===== config.mk =====
export PLATFORM = sky130hd
export DESIGN_NAME = channel_fifo_buffer
export DESIGN_NICKNAME = d
export VERILOG_FILES = /design/src/rtl/channel_fifo_buffer.sv
export SDC_FILE = /design/constraint.sdc
export NUM_CORES = 1
export LEC_CHECK = 0
export CORE_AREA = 2 2 109 111
export DETAILED_ROUTE_END_ITERATION = 10
export DIE_AREA = 0 0 111 113
export PLACE_DENSITY_LB_ADDON = 0.1
export SLEW_MARGIN = 0
export SYNTH_ARGS = -nofsm -noshare
export SYNTH_HDL_FRONTEND = slang
export SYNTH_SLANG_ARGS = --single-unit

===== constraint.sdc =====
create_clock -name clk -period 4.6 [get_ports clk]
set_input_delay 0.92 -clock clk [delete_from_list [all_inputs] [get_ports clk]]
set_output_delay 0.92 -clock clk [all_outputs]
set_load 0.02 [all_outputs]

===== src/rtl/channel_fifo_buffer.sv =====
// channel_fifo_buffer: DEPTH-entry WIDTH-bit FIFO channel (clk, rst, in_data/write_valid/write_ready in, read_valid/read_ready/out_data out; `define CHANNEL_FIFO_BUFFER_ERR_EN adds sticky err output)
module channel_fifo_buffer #(
  parameter int WIDTH = 32,
  parameter int DEPTH = 4
) (
  input  logic             clk,
  input  logic             rst,
  input  logic [WIDTH-1:0] in_data,
  input  logic             write_valid,
  output logic             write_ready,
  input  logic             read_valid,
  output logic             read_ready,
  output logic [WIDTH-1:0] out_data
`ifdef CHANNEL_FIFO_BUFFER_ERR_EN
  ,
  output logic             err
`endif
);
  localparam int AW = $clog2(DEPTH);
  localparam int CW = $clog2(DEPTH + 1);
  logic [WIDTH-1:0] mem [DEPTH];
  logic [AW-1:0] wr_ptr, rd_ptr;
  logic [CW-1:0] count;
  logic wr_en, rd_en;
  always_comb begin
    write_ready = count != CW'(DEPTH);
    read_ready = count != '0;
    wr_en = write_valid & write_ready;
    rd_en = read_valid & read_ready;
  end
  always_ff @(posedge clk) begin
    if (wr_en && !rst) mem[wr_ptr] <= in_data;
  end
  always_ff @(posedge clk) begin
    if (rst) begin
      count <= '0;
      wr_ptr <= '0;
      rd_ptr <= '0;
      out_data <= '0;
    end else begin
      if (wr_en) wr_ptr <= (wr_ptr == AW'(DEPTH - 1)) ? '0 : wr_ptr + 1'b1;
      if (rd_en) begin
        rd_ptr <= (rd_ptr == AW'(DEPTH - 1)) ? '0 : rd_ptr + 1'b1;
        out_data <= mem[rd_ptr];
      end
      count <= count + CW'(wr_en) - CW'(rd_en);
    end
  end
`ifdef CHANNEL_FIFO_BUFFER_ERR_EN
  always_ff @(posedge clk) begin
    if (rst) err <= 1'b0;
    else if ((write_valid & ~write_ready) | (read_valid & ~read_ready)) err <= 1'b1;
  end
`endif
endmodule


---- Word-level counts from Yosys, hierarchy flattened ----
Memory sizes are Yosys's and may differ from the RTL's. A register that Yosys moved wholly into a read port is not among the register bits.
Cells that the tools add are included.
storage, ports and cells
  register bits after elaboration ......... 7
  output and inout bits ................... 34
  memories ................................ 1
  memory bits (writable) .................. 128
  logic and storage cells ................. 20
  input bits .............................. 36
operators by class
  add/sub/neg operators ................... 4
  bitwise operators ....................... 2
  eq/ne operators ......................... 3
  mux-type cells .......................... 4
  reduce and logical (&&, ||, !) cells .... 3
memory list
  memory  words  width  rd ports  clocked after memory_dff  write ports  RTL line  source
  mem     4      32     1         1                         1            21        logic [WIDTH-1:0] mem [DEPTH];
operators with widths
  kind                                           number
  adder 2 x 1 -> 2 bit (second input constant)   2
  == test 2 bit (second input constant)          2
  2-to-1 mux 2 bit                               2
  adder 3 x 1 -> 3 bit                           1
  inequality test 3 bit (second input constant)  1
  nonzero test 3 bit                             1
  subtractor 3 x 1 -> 3 bit                      1
  AND 1 bit                                      2
  2-to-1 mux 1 bit                               2
  logical AND 1 bit                              1
  logical NOT 1 bit                              1

---- Depth between registers and ports, before layout ----
  depth after elaboration ................. 5
  gate-level depth with buffers ........... 11
  depth with buffers taken out ............ 11

---- Worst setup path after synthesis ----
Ideal clock, no wire load.
  path type ............................... input to register
  start point ............................. in rst
  end point ............................... mem mem[3][0], enable pin
  stages .................................. 2
  library setup time ...................... 0.468 ns
  required time ........................... 4.132 ns
  data arrival time ....................... 3.538 ns
  buffers on the path ..................... 1
  setup slack ............................. 0.595 ns
  cells stage by stage .................... clkbuf_1 -> nor3b_1
between the ends
  longest elaborated chain between the ends .. 4
RTL lines
  element                                 RTL line  source
  from (decl)                             7         input logic rst,
  logical NOT 1 bit                       32        if (wr_en && !rst) mem[wr_ptr] <= in_data;
  logical AND 1 bit                       32
  2-to-1 mux 1 bit                        32
  2-to-1 mux 1 bit (not written as such)  32
  to (decl)                               21
Every way passes these cells.

---- Worst setup path in the final report ----
  start point ............................. reg count[2]
  end point ............................... out write_ready
between the ends
  longest elaborated chain between the ends .. 1
RTL lines
  element                 RTL line  source
  from (decl)             23        logic [CW-1:0] count;
  from (signal assigned)  46        count <= count + CW'(wr_en) - CW'(rd_en);
  inequality test 3 bit   26        write_ready = count != CW'(DEPTH);
  to (decl)               10        output logic write_ready,
Every way passes these cells.

==> impl_metrics.env <==
export IMPL_status="finished clean"
export IMPL_vias_per_cell=5.65
export IMPL_ant_nets=0
export IMPL_finalSetupViolCount=0
export IMPL_die_w_um=111
export IMPL_synthDistinctLibCells=27
export IMPL_p_leak_uw=0.00249
export IMPL_pwr_share_comb_pct=19.6
export IMPL_die_area_um2=12500
export IMPL_postCtsSetupRepairBufs=0
export IMPL_utilization_pct=66.1
export IMPL_p_clk_share_pct=32.2
export IMPL_design_core_area_um2=11300
export IMPL_crit_end="write_ready"
export IMPL_holdWs_ns=0.473
export IMPL_insertion_delay_ns=0.42
export IMPL_drtPass1Iterations=4
export IMPL_startpoint="count[2]"
export IMPL_mostFrequentLayoutCell="edfxtp_1"
export IMPL_ff2ff_setup_slack_ns=1.99
export IMPL_die_h_um=113
export IMPL_grt_overflow=0
export IMPL_synth_seq_cells=167
export IMPL_p_sw_uw=1020
export IMPL_syn_avg_cell_area_um2=21.1
export IMPL_rsz0062_at_grt="false"
export IMPL_p_int_uw=2960
export IMPL_drc=0
export IMPL_ys_seq_area_share_pct=75.9
export IMPL_diodes=0
export IMPL_required_ns=3.68
export IMPL_hold_viol=0
export IMPL_wl_per_cell_um=20.2
export IMPL_cts_htree_levels=4
export IMPL_drt_wl_total_mm=10.6
export IMPL_track_usage_pct=18.4
export IMPL_numCtsBuffers=17
export IMPL_start_util_pct=54.1
export IMPL_placed_area_um2=6920
export IMPL_ys_dominant_reg_cell="edfxtp_1"
export IMPL_netlist_area_um2=6090
export IMPL_reg2reg_depth=11
export IMPL_cts_sinks=167
export IMPL_ir_drop_mv=0.382
export IMPL_cts_hold_buf=0
export IMPL_drt_iter0_markers=193
export IMPL_io_buffers=69
export IMPL_fin_area_um2=7450
export IMPL_cts_tree="yes"
export IMPL_nets=415
export IMPL_p_seq_share_pct=48.2
export IMPL_tns_ns=0
export IMPL_setup_worst_path_start_class="flop"
export IMPL_io_pin_count=70
export IMPL_fp_row_count=39
export IMPL_grt_pass1_vias=3053
export IMPL_syn_nets=333
export IMPL_fmax_ghz=0.348
export IMPL_worst_clock_skew_ns=0.00795
export IMPL_tightest_slew_ns=0.944
export IMPL_crit_type="reg2out"
export IMPL_num_vias=2971
export IMPL_grt_first_pass_wirelength_mm=16.9
export IMPL_ctsResizeCount=0
export IMPL_sw_frac_of_total_pct=25.7
export IMPL_drv_cap=0
export IMPL_period_needed_ns=2.87
export IMPL_min_path_type="reg2reg"
export IMPL_clockRootBuffer="clkbuf_16"
export IMPL_grt_max_degree=35
export IMPL_area_growth_pct=22.3
export IMPL_powerDensity_nw_per_um2=535
export IMPL_final_period_utilization_pct=62.4
export IMPL_synth_edff_count=128
export IMPL_final_cell_mix="edfxtp_1 (128), clkdlybuf4s50_1 (69), dfxtp_1 (37)"
export IMPL_drive_gt1_share_pct=19.1
export IMPL_postSynthCellCount=289
export IMPL_end_kind="output port"
export IMPL_slew_violations=0
export IMPL_power_uw=3990
export IMPL_r2r_end="count[2]"
export IMPL_async_flop_share_pct=0
export IMPL_antenna_found_initial=0
export IMPL_rr_startpoint="count[2]"
export IMPL_maxSlewHeadroom_pct=36.9
export IMPL_cp_data_arrival_time_ns=1.95
export IMPL_gp_congestion=0.697
export IMPL_nFillCells=774
export IMPL_clk_pin_slew_ns=0.06
export IMPL_cp_max_fo=5
export IMPL_cts_buffer_depth=2
export IMPL_hpwl_mm=6.16
export IMPL_ys_warn_count=0
==> per-stage QoR <==
| step | setup WS [ns] | cells |
|---|---|---|
| global placement | 1.58 | 495 |
| floorplan | 0.595 | 289 |
| CTS | 1.70 | 526 |
| detailed placement | 1.51 | 495 |
| global route | 1.63 | 526 |
| finish | 1.73 | 526 |
==> registers in the layout, summed over array words and instances (netlist names) <==
signal,count
rd_ptr,2
mem,128
out_data,32
wr_ptr,2
count,3
==> cell usage after synthesis (2+ instances only) <==
cell | n | area, um2
nor2_1 | 3 | 11.3
buf_6 | 4 | 45.0
mux4_1 | 4 | 105
ha_1 | 7 | 87.6
inv_1 | 6 | 22.5
nand2_1 | 4 | 15.0
nor3b_1 | 5 | 37.5
dfxtp_1 | 39 | 781
o21ai_0 | 2 | 10.0
a22o_1 | 32 | 280
or3_1 | 2 | 12.5
edfxtp_1 | 128 | 3840
buf_2 | 6 | 30.0
buf_12 | 3 | 60.1
mux4_2 | 28 | 631
clkbuf_1 | 2 | 7.51
a21oi_1 | 4 | 20.0
==> worst max-delay path, cell delays in order, from the launching register on <==
cell,delay [ns]
dfxtp_1,0.43
nor3b_1,0.40
inv_1,0.14
clkdlybuf4s50_1,0.56
==> power by group through the flow <==
stage | combinational [uW] | clock (uW) | sequential, uW
after floorplan | 486 | 0 | 1980
after global placement | 778 | 0 | 1950
after detailed placement | 791 | 0 | 1960
after CTS | 795 | 1310 | 1930
after global routing | 843 | 1370 | 1940
final | 781 | 1280 | 1920
==> worst min path at each step <==
stage | start | to | slack [ns] | depth (start not counted)
floorplan | wr_ptr[1] | wr_ptr[1] | 0.49 | 2
global placement | out_data[26] | out_data[26] | 0.46 | 1
detailed placement | out_data[26] | out_data[26] | 0.46 | 1
CTS | out_data[11] | out_data[11] | 0.48 | 1
global route | out_data[7] | out_data[7] | 0.49 | 1
finish | out_data[11] | out_data[11] | 0.47 | 1
==> per-layer routing <==
layer / GRT usage (%) / part of all wire, % / vias up
li1: - / - / 1357
met1: 24.7 / 45 / 1535
met2: 28.1 / 49 / 66
met3: 5.78 / 4.9 / 13
met4: 8.00 / 1.6 / 0
met5: 0 / 0 / -
==> area by class of cell <==
type	instances	area, um2	area share [%]
inverter	7	26.3	0.353
multi-input combinational	100	1330	17.8
tap	143	179	2.40
timing repair buffer	78	758	10.2
clock buffer	22	454	6.09
sequential	167	4630	62.1
clock inverter	9	78.8	1.06
==> logic make-up after synthesis <==
logic type	count (synthesis)	share of synthesized area (%)
AOI/OAI and AO/OA	39	5.44
xor gates and xnor gates	1	0.144
adders and majority gates	8	1.77
buffers and inverters	22	2.77
DFF	167	75.9
muxes	32	12.1
and+or+nand+nor	20	1.93
Power figures use the tool's default switching activity.
